`src/rtl/kgp_isa_pkg.sv`:
```
// KGP-miniRISC ISA definitions shared by the instruction encoder and the control unit:
// opcodes, function codes, mnemonic enumeration, format classes and field positions.
package kgp_isa_pkg;

    localparam int OP_LSB    = 26;
    localparam int RS_LSB    = 21;
    localparam int RT_LSB    = 16;
    localparam int SHAMT_LSB = 11;

    localparam logic [5:0] OP_ALU    = 6'd0;
    localparam logic [5:0] OP_ALUI   = 6'd1;
    localparam logic [5:0] OP_LOGIC  = 6'd10;
    localparam logic [5:0] OP_SHIFT  = 6'd20;
    localparam logic [5:0] OP_SHIFTV = 6'd21;
    localparam logic [5:0] OP_LW     = 6'd30;
    localparam logic [5:0] OP_SW     = 6'd31;
    localparam logic [5:0] OP_B      = 6'd40;
    localparam logic [5:0] OP_BL     = 6'd41;
    localparam logic [5:0] OP_BCY    = 6'd42;
    localparam logic [5:0] OP_BNCY   = 6'd43;
    localparam logic [5:0] OP_BR     = 6'd44;
    localparam logic [5:0] OP_BLTZ   = 6'd45;
    localparam logic [5:0] OP_BZ     = 6'd46;
    localparam logic [5:0] OP_BNZ    = 6'd47;
    localparam logic [5:0] OP_DIFF   = 6'd50;

    localparam logic [5:0] FN_ADD  = 6'd0;
    localparam logic [5:0] FN_COMP = 6'd1;
    localparam logic [5:0] FN_AND  = 6'd0;
    localparam logic [5:0] FN_XOR  = 6'd1;
    localparam logic [5:0] FN_SLL  = 6'd0;
    localparam logic [5:0] FN_SRL  = 6'd1;
    localparam logic [5:0] FN_SRA  = 6'd2;

    typedef enum logic [4:0] {
        MN_ADD, MN_COMP, MN_ADDI, MN_COMPI, MN_AND, MN_XOR,
        MN_SHLL, MN_SHRL, MN_SHRA, MN_SHLLV, MN_SHRLV, MN_SHRAV,
        MN_LW, MN_SW, MN_B, MN_BL, MN_BCY, MN_BNCY,
        MN_BR, MN_BLTZ, MN_BZ, MN_BNZ, MN_DIFF
    } mnem_e;

    typedef enum logic [2:0] {
        FMT_R, FMT_I_ARITH, FMT_MEM, FMT_JUMP,
        FMT_BR_REG, FMT_BR_IMM, FMT_DIFF, FMT_ILLEGAL
    } fmt_e;

    typedef struct packed {
        logic [5:0] op;
        logic [5:0] func;
        fmt_e       fmt;
    } enc_info_t;

    function automatic enc_info_t mnem_info(input logic [4:0] m);
        enc_info_t i;
        i = '{op: 6'd0, func: 6'd0, fmt: FMT_ILLEGAL};
        case (m)
            MN_ADD:   i = '{op: OP_ALU,    func: FN_ADD,  fmt: FMT_R};
            MN_COMP:  i = '{op: OP_ALU,    func: FN_COMP, fmt: FMT_R};
            MN_ADDI:  i = '{op: OP_ALUI,   func: FN_ADD,  fmt: FMT_I_ARITH};
            MN_COMPI: i = '{op: OP_ALUI,   func: FN_COMP, fmt: FMT_I_ARITH};
            MN_AND:   i = '{op: OP_LOGIC,  func: FN_AND,  fmt: FMT_R};
            MN_XOR:   i = '{op: OP_LOGIC,  func: FN_XOR,  fmt: FMT_R};
            MN_SHLL:  i = '{op: OP_SHIFT,  func: FN_SLL,  fmt: FMT_R};
            MN_SHRL:  i = '{op: OP_SHIFT,  func: FN_SRL,  fmt: FMT_R};
            MN_SHRA:  i = '{op: OP_SHIFT,  func: FN_SRA,  fmt: FMT_R};
            MN_SHLLV: i = '{op: OP_SHIFTV, func: FN_SLL,  fmt: FMT_R};
            MN_SHRLV: i = '{op: OP_SHIFTV, func: FN_SRL,  fmt: FMT_R};
            MN_SHRAV: i = '{op: OP_SHIFTV, func: FN_SRA,  fmt: FMT_R};
            MN_LW:    i = '{op: OP_LW,     func: 6'd0,    fmt: FMT_MEM};
            MN_SW:    i = '{op: OP_SW,     func: 6'd0,    fmt: FMT_MEM};
            MN_B:     i = '{op: OP_B,      func: 6'd0,    fmt: FMT_JUMP};
            MN_BL:    i = '{op: OP_BL,     func: 6'd0,    fmt: FMT_JUMP};
            MN_BCY:   i = '{op: OP_BCY,    func: 6'd0,    fmt: FMT_JUMP};
            MN_BNCY:  i = '{op: OP_BNCY,   func: 6'd0,    fmt: FMT_JUMP};
            MN_BR:    i = '{op: OP_BR,     func: 6'd0,    fmt: FMT_BR_REG};
            MN_BLTZ:  i = '{op: OP_BLTZ,   func: 6'd0,    fmt: FMT_BR_IMM};
            MN_BZ:    i = '{op: OP_BZ,     func: 6'd0,    fmt: FMT_BR_IMM};
            MN_BNZ:   i = '{op: OP_BNZ,    func: 6'd0,    fmt: FMT_BR_IMM};
            MN_DIFF:  i = '{op: OP_DIFF,   func: 6'd0,    fmt: FMT_DIFF};
            default:  i = '{op: 6'd0,      func: 6'd0,    fmt: FMT_ILLEGAL};
        endcase
        return i;
    endfunction

endpackage

```
`src/rtl/instr_field_encoder.sv`:
```
// Combinational packer: symbolic instruction fields to a 32-bit KGP-miniRISC word,
// with illegal-mnemonic and imm16 sign-range flags.
module instr_field_encoder
    import kgp_isa_pkg::*;
(
    input  logic [4:0]  mnem,
    input  logic [4:0]  rs,
    input  logic [4:0]  rt,
    input  logic [4:0]  shamt,
    input  logic [25:0] imm,
    output logic [31:0] word,
    output logic        illegal,
    output logic        range_bad
);

    enc_info_t info;
    logic      imm16_fmt;

    always_comb begin
        info      = mnem_info(mnem);
        word      = 32'(info.op) << OP_LSB;
        imm16_fmt = 1'b0;
        case (info.fmt)
            FMT_R:       word = word | (32'(rs) << RS_LSB) | (32'(rt) << RT_LSB)
                                     | (32'(shamt) << SHAMT_LSB) | 32'(info.func);
            FMT_I_ARITH: begin
                word = word | (32'(rs) << RS_LSB) | (32'(info.func[4:0]) << RT_LSB)
                            | 32'(imm[15:0]);
                imm16_fmt = 1'b1;
            end
            FMT_MEM: begin
                word = word | (32'(rs) << RS_LSB) | (32'(rt) << RT_LSB) | 32'(imm[15:0]);
                imm16_fmt = 1'b1;
            end
            FMT_JUMP:    word = word | 32'(imm);
            FMT_BR_REG:  word = word | (32'(rs) << RS_LSB);
            FMT_BR_IMM: begin
                word = word | (32'(rs) << RS_LSB) | 32'(imm[15:0]);
                imm16_fmt = 1'b1;
            end
            FMT_DIFF:    word = word | (32'(rs) << RS_LSB) | (32'(rt) << RT_LSB);
            default:     word = 32'd0;
        endcase
        illegal   = (info.fmt == FMT_ILLEGAL);
        // imm16 must be a sign-extension of bit 15 across the unused upper bits
        range_bad = imm16_fmt && (imm[25:16] != {10{imm[15]}});
    end

endmodule

```
`src/rtl/instr_encoder_loader.sv`:
```
// Encodes symbolic instructions and writes them sequentially into IMEM from a base address.
// Define ENC_RANGE_CHECK_EN to reject out-of-range imm16 values (sets err_range, no write).
//
// state | meaning
// IDLE  | waiting for start
// LOAD  | in_ready high, waiting for an instruction
// WRITE | imem_we high for one cycle, pointer advances
// DONE  | session finished; done held until next start
module instr_encoder_loader
    import kgp_isa_pkg::*;
#(
    parameter int ADDR_W = 10
) (
    input  logic              clk,
    input  logic              rst_n,
    input  logic              start,
    input  logic [ADDR_W-1:0] base_addr,
    input  logic [ADDR_W:0]   num_words,
    input  logic              in_valid,
    output logic              in_ready,
    input  logic [4:0]        in_mnem,
    input  logic [4:0]        in_rs,
    input  logic [4:0]        in_rt,
    input  logic [4:0]        in_shamt,
    input  logic [25:0]       in_imm,
    output logic              imem_we,
    output logic [ADDR_W-1:0] imem_addr,
    output logic [31:0]       imem_wdata,
    output logic              busy,
    output logic              done,
    output logic [ADDR_W:0]   words_written,
    output logic              err_illegal,
    output logic              err_range,
    output logic              err_overflow
);

    localparam int CW = ADDR_W + 1;

    typedef enum logic [1:0] {S_IDLE, S_LOAD, S_WRITE, S_DONE} state_e;

    state_e            state;
    logic [ADDR_W-1:0] ptr;
    logic [CW-1:0]     num_q;
    logic [CW-1:0]     ww_next;
    logic [31:0]       enc_word;
    logic              enc_illegal;
    logic              range_reject;

`ifdef ENC_RANGE_CHECK_EN
    logic enc_range_bad;
    assign range_reject = enc_range_bad;
`else
    logic enc_range_bad_unused;
    assign range_reject = 1'b0;
`endif

    instr_field_encoder u_enc (
        .mnem      (in_mnem),
        .rs        (in_rs),
        .rt        (in_rt),
        .shamt     (in_shamt),
        .imm       (in_imm),
        .word      (enc_word),
        .illegal   (enc_illegal),
`ifdef ENC_RANGE_CHECK_EN
        .range_bad (enc_range_bad)
`else
        .range_bad (enc_range_bad_unused)
`endif
    );

    assign ww_next = words_written + CW'(1);

    always_ff @(posedge clk or negedge rst_n) begin
        if (!rst_n) begin
            state         <= S_IDLE;
            ptr           <= '0;
            num_q         <= '0;
            in_ready      <= 1'b0;
            imem_we       <= 1'b0;
            imem_addr     <= '0;
            imem_wdata    <= '0;
            busy          <= 1'b0;
            done          <= 1'b0;
            words_written <= '0;
            err_illegal   <= 1'b0;
            err_range     <= 1'b0;
            err_overflow  <= 1'b0;
        end else begin
            case (state)
                S_IDLE, S_DONE: begin
                    if (start) begin
                        ptr           <= base_addr;
                        num_q         <= num_words;
                        words_written <= '0;
                        err_illegal   <= 1'b0;
                        err_range     <= 1'b0;
                        err_overflow  <= 1'b0;
                        if (num_words == '0) begin
                            state    <= S_DONE;
                            done     <= 1'b1;
                            busy     <= 1'b0;
                            in_ready <= 1'b0;
                        end else begin
                            state    <= S_LOAD;
                            done     <= 1'b0;
                            busy     <= 1'b1;
                            in_ready <= 1'b1;
                        end
                    end
                end
                S_LOAD: begin
                    if (in_valid) begin
                        if (enc_illegal) begin
                            err_illegal <= 1'b1;
                        end else if (range_reject) begin
                            err_range <= 1'b1;
                        end else begin
                            imem_we    <= 1'b1;
                            imem_addr  <= ptr;
                            imem_wdata <= enc_word;
                            in_ready   <= 1'b0;
                            state      <= S_WRITE;
                        end
                    end
                end
                S_WRITE: begin
                    imem_we       <= 1'b0;
                    ptr           <= ptr + ADDR_W'(1);
                    words_written <= ww_next;
                    if (ww_next == num_q) begin
                        state <= S_DONE;
                        done  <= 1'b1;
                        busy  <= 1'b0;
                    end else if (ptr == '1) begin
                        // last address consumed with words still pending: no wrap
                        err_overflow <= 1'b1;
                        state        <= S_DONE;
                        done         <= 1'b1;
                        busy         <= 1'b0;
                    end else begin
                        state    <= S_LOAD;
                        in_ready <= 1'b1;
                    end
                end
                default: state <= S_IDLE;
            endcase
        end
    end

endmodule

```
`config.mk`:
```
export PLATFORM = sky130hd
export DESIGN_NAME = instr_encoder_loader
export DESIGN_NICKNAME = d
export VERILOG_FILES = /design/src/rtl/kgp_isa_pkg.sv /design/src/rtl/instr_field_encoder.sv /design/src/rtl/instr_encoder_loader.sv
export SDC_FILE = /design/constraint.sdc
export NUM_CORES = 1
export LEC_CHECK = 0
export CORE_MARGIN = 2
export CORE_UTILIZATION = 45
export CTS_CLUSTER_DIAMETER = 200
export DETAILED_ROUTE_END_ITERATION = 10
export GPL_TIMING_DRIVEN = 0
export PLACE_DENSITY_LB_ADDON = 0.2
export SLEW_MARGIN = 5
export SYNTH_ARGS = -nofsm -noshare
export SYNTH_HDL_FRONTEND = slang
export SYNTH_SLANG_ARGS = --single-unit
```
`constraint.sdc`:
```
create_clock -name clk -period 3.1 [get_ports clk]
set_clock_uncertainty 0.15 [all_clocks]
set_input_delay 0.62 -clock clk [delete_from_list [all_inputs] [get_ports clk]]
set_output_delay 0.62 -clock clk [all_outputs]
set_load 0.03 [all_outputs]
```
==> results of run 1 <==
power groups by stage:
stage	clock, W	combinational (W)	sequential [W]
global placement	0	0.00301	0.00182
floorplan	0	0.00146	0.00233
CTS	0.000767	0.00312	0.00183
detailed placement	0	0.00309	0.00185
global route	0.000798	0.00339	0.00189
finish	0.000744	0.00312	0.00183
how the worst min path moves through the flow:
| stage | endpoint | slack [ns] | cells past startpoint |
|---|---|---|---|
| CTS | imem_wdata[3] | 0.03 | 1 |
| floorplan | busy | 0.17 | 0 |
| finish | imem_wdata[2] | 0.02 | 1 |
| global route | imem_wdata[3] | 0.04 | 1 |
| detailed placement | imem_addr[0] | 0.32 | 2 |
| global placement | imem_wdata[9] | 0.31 | 2 |
layout make-up:
| type | instances | share of cell area |
|---|---|---|
| multi-input combinational | 400 | 0.3944 |
| sequential | 82 | 0.3131 |
| timing repair buffer | 131 | 0.2020 |
| buffer | 34 | 0.02768 |
| tap | 136 | 0.02596 |
| clock buffer | 10 | 0.02100 |
| inverter | 15 | 0.008591 |
| clock inverter | 6 | 0.007255 |
cells by family after synthesis:
group	after synthesis	synth area share
AOI/OAI and AO/OA	171	0.2240
xor gates and xnor gates	9	0.01921
adders and majority gates	14	0.03635
buffers and inverters	49	0.04439
DFF	82	0.4258
muxes	27	0.06127
other	1	0.0007781
and+or+nand+nor	178	0.1882
state kept, by name, indices dropped and copies added, names as in the netlist:
name	count
words_written	11
imem_we	1
ptr	10
done	1
err_illegal	1
busy	1
num_q	11
imem_wdata	32
state	2
err_overflow	1
imem_addr	10
in_ready	1
cells in the final DEF, fill, tap and decap left out, types with 8 or more instances in the layout:
cell / n
a21oi_1: 31
a22oi_1: 8
a31oi_1: 9
buf_4: 9
clkbuf_1: 12
clkbuf_8: 10
clkdlybuf4s50_1: 128
dfrtp_1: 82
ha_1: 14
inv_1: 13
mux2_2: 20
nand2_1: 71
nand3_1: 24
nor2_1: 22
nor3_1: 9
o21a_1: 8
o21ai_0: 64
repair_timing:
action,CTS,global route
gates resized for setup,7,16
pin swaps,1,1
endpoints found under the setup margin,42,43
setup buffers,1,0
cloned,0,0
metrics by stage:
| step | cells | utilization |
|---|---|---|
| after global placement | 796 | 0.6057 |
| final | 814 | 0.6320 |
| after floorplan | 531 | - |
| after global routing | 814 | 0.6320 |
| after detailed placement | 797 | 0.6081 |
| after CTS | 814 | 0.6301 |
per-layer routing:
metal	track usage	up-vias	routed length, um
li1	-	2215	-
met4	0.08516	0	176
met2	0.3953	151	6400
met3	0.03935	10	890
met5	0	-	0
met1	0.3170	2201	5995
==> metrics.md, run 1 <==
| Metric | Value |
|---|---|
| Status | `completed` |
| Crit. End Element | `flip-flop` |
| Post-CTS Hold Buffers | `0` |
| Crit-path cells | `clkdlybuf4s50_1 > inv_1 > ha_1 > a21o_1 > buf_2 > nor4_4 > nand3b_4 > buf_4 > mux2_2` |
| Num CTS Buffers | `9` |
| Antenna cells | `0` |
| Fmax | `334.4 MHz` |
| Tot Pwr | `0.005692 W` |
| Crit-path slowest cell | `clkdlybuf4s50_1` |
| First-pass GRT wire length | `21,890 um` |
| Tightest Hold Check Type | `in2async` |
| Switching share of power | `0.4438` |
| Final slew viol count | `0` |
| Via count | `4,577` |
| Ys flop type | `dfrtp_1` |
| Site Rows | `37` |
| Fin crit share | `0.9646` |
| I/O Pins | `131` |
| Reg-to-Reg Start | `state[0]` |
| Worst-path clk slew | `0.09 ns` |
| Total of max-cap violations | `0` |
| CTS Buffer Depth | `2` |
| Layout cell share with drive strength beyond 1 | `0.1195` |
| Largest net degree at the start of global routing | `53` |
| Multi-input logic area | `0.002585 mm^2` |
| Post-synth ARST share | `1.000` |
| PwrDens | `868.4 mW/mm^2` |
| Worst Path Arrival | `3.10 ns` |
| Pre-antenna DRT Iters | `4` |
| Synth top area cells | `dfrtp_1 43%, o21ai_0 6.6%, nand2_1 5.5%` |
| Initial Util | `0.4648` |
| Levels on crit path | `9` |
| Routed Antenna Nets | `0` |
| Synth Instances | `531` |
| Number of library cell types mapped by synthesis | `73` |
| Clock share of power | `0.131` |
| Initial drt markers | `263` |
| Crit-path leading delay family | `buffers and inverters` |
| Setup ws final | `0.1097 ns` |
| Hold WS | `0.02031 ns` |
| RSZ-0062 raised after global routing | `yes` |
| Syn. warnings | `0` |
| Residual DRC count | `0` |
| Synth Register Bits | `82` |
| Reg2reg end | `words_written[8]` |
| Routed vias/inst | `5.623` |
| Total clock sinks | `82` |
| Tmin final | `2.990 ns` |
| R2R cell count | `9` |
| Pleak | `2.743 nW` |
| Combinational share of power | `0.548` |
| Die height | `107.5 um` |
| Top-count cell post-synth | `dfrtp_1` |
| FILL cells | `915` |
| Port Buffers | `129` |
| DRT Wirelength | `13,460 um` |
| Reg area | `0.002052 mm^2` |
| CTS HTree Levels | `3` |
| Most frequent cells after synthesis | `82 x dfrtp_1, 71 x nand2_1, 64 x o21ai_0` |
| Critical path required time | `3.21 ns` |
| Final setup violation count | `0` |
| Critical Path Source Type | `primary input` |
| Sequential power share | `0.321` |
| Worst rel slew slack | `0.5595` |
| Post-route design area | `0.006554 mm^2` |
| Wire length per cell | `16.54 um` |
| Worst vdd ir | `0.0004621 V` |
| Worst setup path end | `imem_addr[6]` |
| Antenna violations before repair | `0` |
| Psw | `0.002526 W` |
| Fin nets | `758` |
| Post-Place Cell Area | `0.006306 mm^2` |
| Total gr overflow | `0` |
| Area share of the largest cell type after synthesis | `0.4258` |
| Setup TNS | `0 ns` |
| Worst Tran Pin Value | `0.6607 ns` |
| Core area | `0.01037 mm^2` |
| Crit-path max cell delay | `0.62 ns` |
| EDFF count, synth | `0` |
| Crit path kind | `in2reg` |
| DP Wirelength | `10,040 um` |
| Final Hold Vio Count | `0` |
| Pre-CTS setup slack | `-0.5850 ns` |
| Syn-to-layout area delta | `35.98%` |
| Internal Pwr Total | `0.003166 W` |
| Register area share after synthesis | `0.4258` |
| GRT Resource Usage Total | `0.2391` |
| Mapped Nets | `616` |
| R2R Setup Slk | `0.28 ns` |
| Die ar. | `0.01155 mm^2` |
| Mapped Area | `0.004820 mm^2` |
| DIE WIDTH | `107.5 um` |
| Largest area contributor in the netlist | `dfrtp_1` |
| Crit Path Max Fanout | `10` |
| Clock latency on the worst-skew pair | `0.37 ns` |
| Vias in the first global route | `4,429` |
| Buffers and inverters on the worst path | `4` |
| Worst setup path startpoint | `in_mnem[1]` |
| GP Congestion | `0.9092` |
| TritonCTS clock tree | `yes` |
| Avg Inst Size Synth | `9.077 um^2` |
| Clk root buf | `clkbuf_8` |
(Power assumes the default switching activity.)
==> run 2: changes to the inputs <==
==> constraint.sdc (replaced) <==
create_clock -name clk -period 3.1 [get_ports clk]
set_clock_uncertainty 0.15 [all_clocks]
set_input_delay 0.31 -clock clk [delete_from_list [all_inputs] [get_ports clk]]
set_output_delay 0.31 -clock clk [all_outputs]
set_load 0.03 [all_outputs]
==> run 2 against run 1 <==
  * Highest routed layer unchanged
  * Non-clock buffer count unchanged
  * First-iteration DRC count grew 17%
  * Register-to-register slack gained 0.03 ns
  * Power shrank 0.39%
  * Largest cell class unchanged
  * Largest power group unchanged
  * Critical path type unchanged
==> metrics.md, run 2 (synthesis results as in run 1) <==
| Metric | Value |
|---|---|
| Syn-to-layout area delta | `35.25% (was 35.98%)` |
| RSZ-0062 raised after global routing | `no (was yes)` |
| Fmax | `343.7 MHz (was 334.4 MHz)` |
| GRT Resource Usage Total | `0.2383 (was 0.2391)` |
| Routed Antenna Nets | `0 (unchanged)` |
| Die height | `107.5 um (unchanged)` |
| Largest register FFs | `32 (unchanged)` |
| Reg area | `0.002052 mm^2 (unchanged)` |
| Antenna violations before repair | `0 (unchanged)` |
| Final slew viol count | `0 (unchanged)` |
| Antenna cells | `0 (unchanged)` |
| DIE WIDTH | `107.5 um (unchanged)` |
| DRT Wirelength | `13,460 um (about the same)` |
| Fin crit share | `0.9385 (was 0.9646)` |
| Crit-path leading delay family | `simple AND/OR/NAND/NOR gates (was buffers and inverters)` |
| Total gr overflow | `0 (unchanged)` |
| Largest registers | `imem_wdata: 32 flops, num_q: 11 flops, words_written: 11 flops (unchanged)` |
| First-pass GRT wire length | `21,820 um (was 21,890 um)` |
| Pre-CTS setup slack | `-0.2750 ns (was -0.5850 ns)` |
| Status | `completed (unchanged)` |
| Total clock sinks | `82 (unchanged)` |
| CTS Buffer Depth | `2 (unchanged)` |
| Clock latency on the worst-skew pair | `0.37 ns (about the same)` |
| Crit-path cells | `clkdlybuf4s50_1 > buf_2 > inv_1 > ha_1 > or2_2 > a21oi_2 > nor2_1 > nor3_1 > a22oi_1 > o21ai_0 (was clkdlybuf4s50_1 > inv_1 > ha_1 > a21o_1 > buf_2 > nor4_4 > nand3b_4 > buf_4 > mux2_2)` |
| TritonCTS clock tree | `yes (unchanged)` |
| Total of max-cap violations | `0 (unchanged)` |
| Routed vias/inst | `5.647 (was 5.623)` |
| Layout cell share with drive strength beyond 1 | `0.1091 (was 0.1195)` |
| Crit Path Max Fanout | `10 (unchanged)` |
| Worst Path Arrival | `3.04 ns (was 3.10 ns)` |
| Die ar. | `0.01155 mm^2 (unchanged)` |
| Worst Tran Pin Value | `0.6819 ns (was 0.6607 ns)` |
| Buffers and inverters on the worst path | `3 (was 4)` |
| Worst rel slew slack | `0.5454 (was 0.5595)` |
| Crit-path slowest cell | `nor3_1 (was clkdlybuf4s50_1)` |
| Via count | `4,597 (was 4,577)` |
| Num CTS Buffers | `9 (unchanged)` |
| CTS HTree Levels | `3 (unchanged)` |
| Crit path kind | `in2reg (unchanged)` |
| FILL cells | `911 (was 915)` |
| Tightest Hold Check Type | `in2async (unchanged)` |
| Tot Pwr | `0.005670 W (was 0.005692 W)` |
| Initial Util | `0.4648 (unchanged)` |
| Setup ws final | `0.1907 ns (was 0.1097 ns)` |
| Fin nets | `758 (unchanged)` |
| I/O Pins | `131 (unchanged)` |
| DP Wirelength | `10,040 um (unchanged)` |
| Final Hold Vio Count | `0 (unchanged)` |
| Site Rows | `37 (unchanged)` |
| Wire length per cell | `16.53 um (was 16.54 um)` |
| Pleak | `2.720 nW (was 2.743 nW)` |
| Final Util | `0.6286 (was 0.6320)` |
| Tmin final | `2.909 ns (was 2.990 ns)` |
| Residual DRC count | `0 (unchanged)` |
| Pre-antenna DRT Iters | `5 (was 4)` |
| PwrDens | `869.7 mW/mm^2 (was 868.4 mW/mm^2)` |
| Top reg by flops | `imem_wdata (unchanged)` |
| Clk root buf | `clkbuf_8 (unchanged)` |
| Vias in the first global route | `4,424 (was 4,429)` |
| Critical path required time | `3.24 ns (was 3.21 ns)` |
| Initial drt markers | `308 (was 263)` |
| Core area | `0.01037 mm^2 (unchanged)` |
| Port Buffers | `129 (unchanged)` |
| Worst vdd ir | `0.0004618 V (was 0.0004621 V)` |
| Most common cell after layout, fill and taps aside | `clkdlybuf4s50_1 (unchanged)` |
| Most frequent cells in the layout | `128 x clkdlybuf4s50_1, 82 x dfrtp_1, 71 x nand2_1 (unchanged)` |
| Final setup violation count | `0 (unchanged)` |
| Critical Path Source Type | `primary input (unchanged)` |
| Largest net degree at the start of global routing | `53 (unchanged)` |
| Crit-path max cell delay | `0.53 ns (was 0.62 ns)` |
| GP Congestion | `0.9092 (unchanged)` |
| Crit. End Element | `flip-flop (unchanged)` |
| Worst-path clk slew | `0.09 ns (about the same)` |
| Multi-input logic area | `0.002571 mm^2 (was 0.002585 mm^2)` |
run 2: path summary, 6_finish.rpt:
| path | cells after the start | slack [ns] | from | endpoint |
|---|---|---|---|---|
| setup / recovery | 10 | 0.19 | in_mnem[2] | imem_wdata[12] |
| hold / removal | 2 | 0.26 | rst_n | imem_wdata[2] |
| setup reg to reg | 9 | 0.31 | state[0] | words_written[8] |
| hold reg to reg | 2 | 0.34 | imem_wdata[25] | imem_wdata[25] |
| max in group asynchronous | 3 | 1.93 | rst_n | imem_addr[5] |
| min in group clk | 3 | 0.33 | in_imm[5] | imem_wdata[5] |
run 2: cell type report:
cell class | count | share of cell area
Clock inverter | 6 | 0.007294
Sequential cell | 82 | 0.3148
Buffer | 34 | 0.02418
Tap cell | 136 | 0.02610
Multi-Input combinational cell | 400 | 0.3944
Timing Repair Buffer | 131 | 0.2035
Clock buffer | 10 | 0.02111
Inverter | 15 | 0.008637
run 2: power breakdown:
group	internal, W	leakage (nW)	switching (W)
Sequential	0.00151	1.03	0.000318
Combinational	0.00132	1.60	0.00178
Clock	0.000321	0.0937	0.000423
Total	0.00315	2.72	0.00252
run 2: worst reg2reg max path, stage by stage, from the launching register on:
cell,delay [ns]
dfrtp_1,0.40
inv_1,0.06
ha_1,0.19
clkbuf_1,0.24
clkinv_1,0.27
nor2_1,0.09
a21oi_1,0.55
clkbuf_1,0.46
o21ai_0,0.18
o41ai_1,0.09
run 2: stage by stage:
stage	cell area [um^2]	hold WS (ns)	std cells	setup TNS (ns)
finish	6519	0.2575	814	0
global route	6519	0.2879	814	0
CTS	6501	0.2666	814	0
detailed placement	6306	0.1208	797	-7.869
global placement	6281	0.3129	796	-118.83
floorplan	4820	-0.1356	531	0
run 2: routing by layer:
metal	up-vias	routed length, um	track usage
li1	2217	-	-
met1	2208	5976	0.3147
met2	161	6415	0.3953
met3	11	906	0.03935
met4	0	161	0.08516
met5	-	0	0
run 2: what timing repair did:
action                                 in CTS  in global routing
resized for setup                           0                  3
endpoints found under the hold margin      30                  0
buffers inserted                            0                  0
setup endpoints to repair                   0                 30
hold buffers                                1                  0
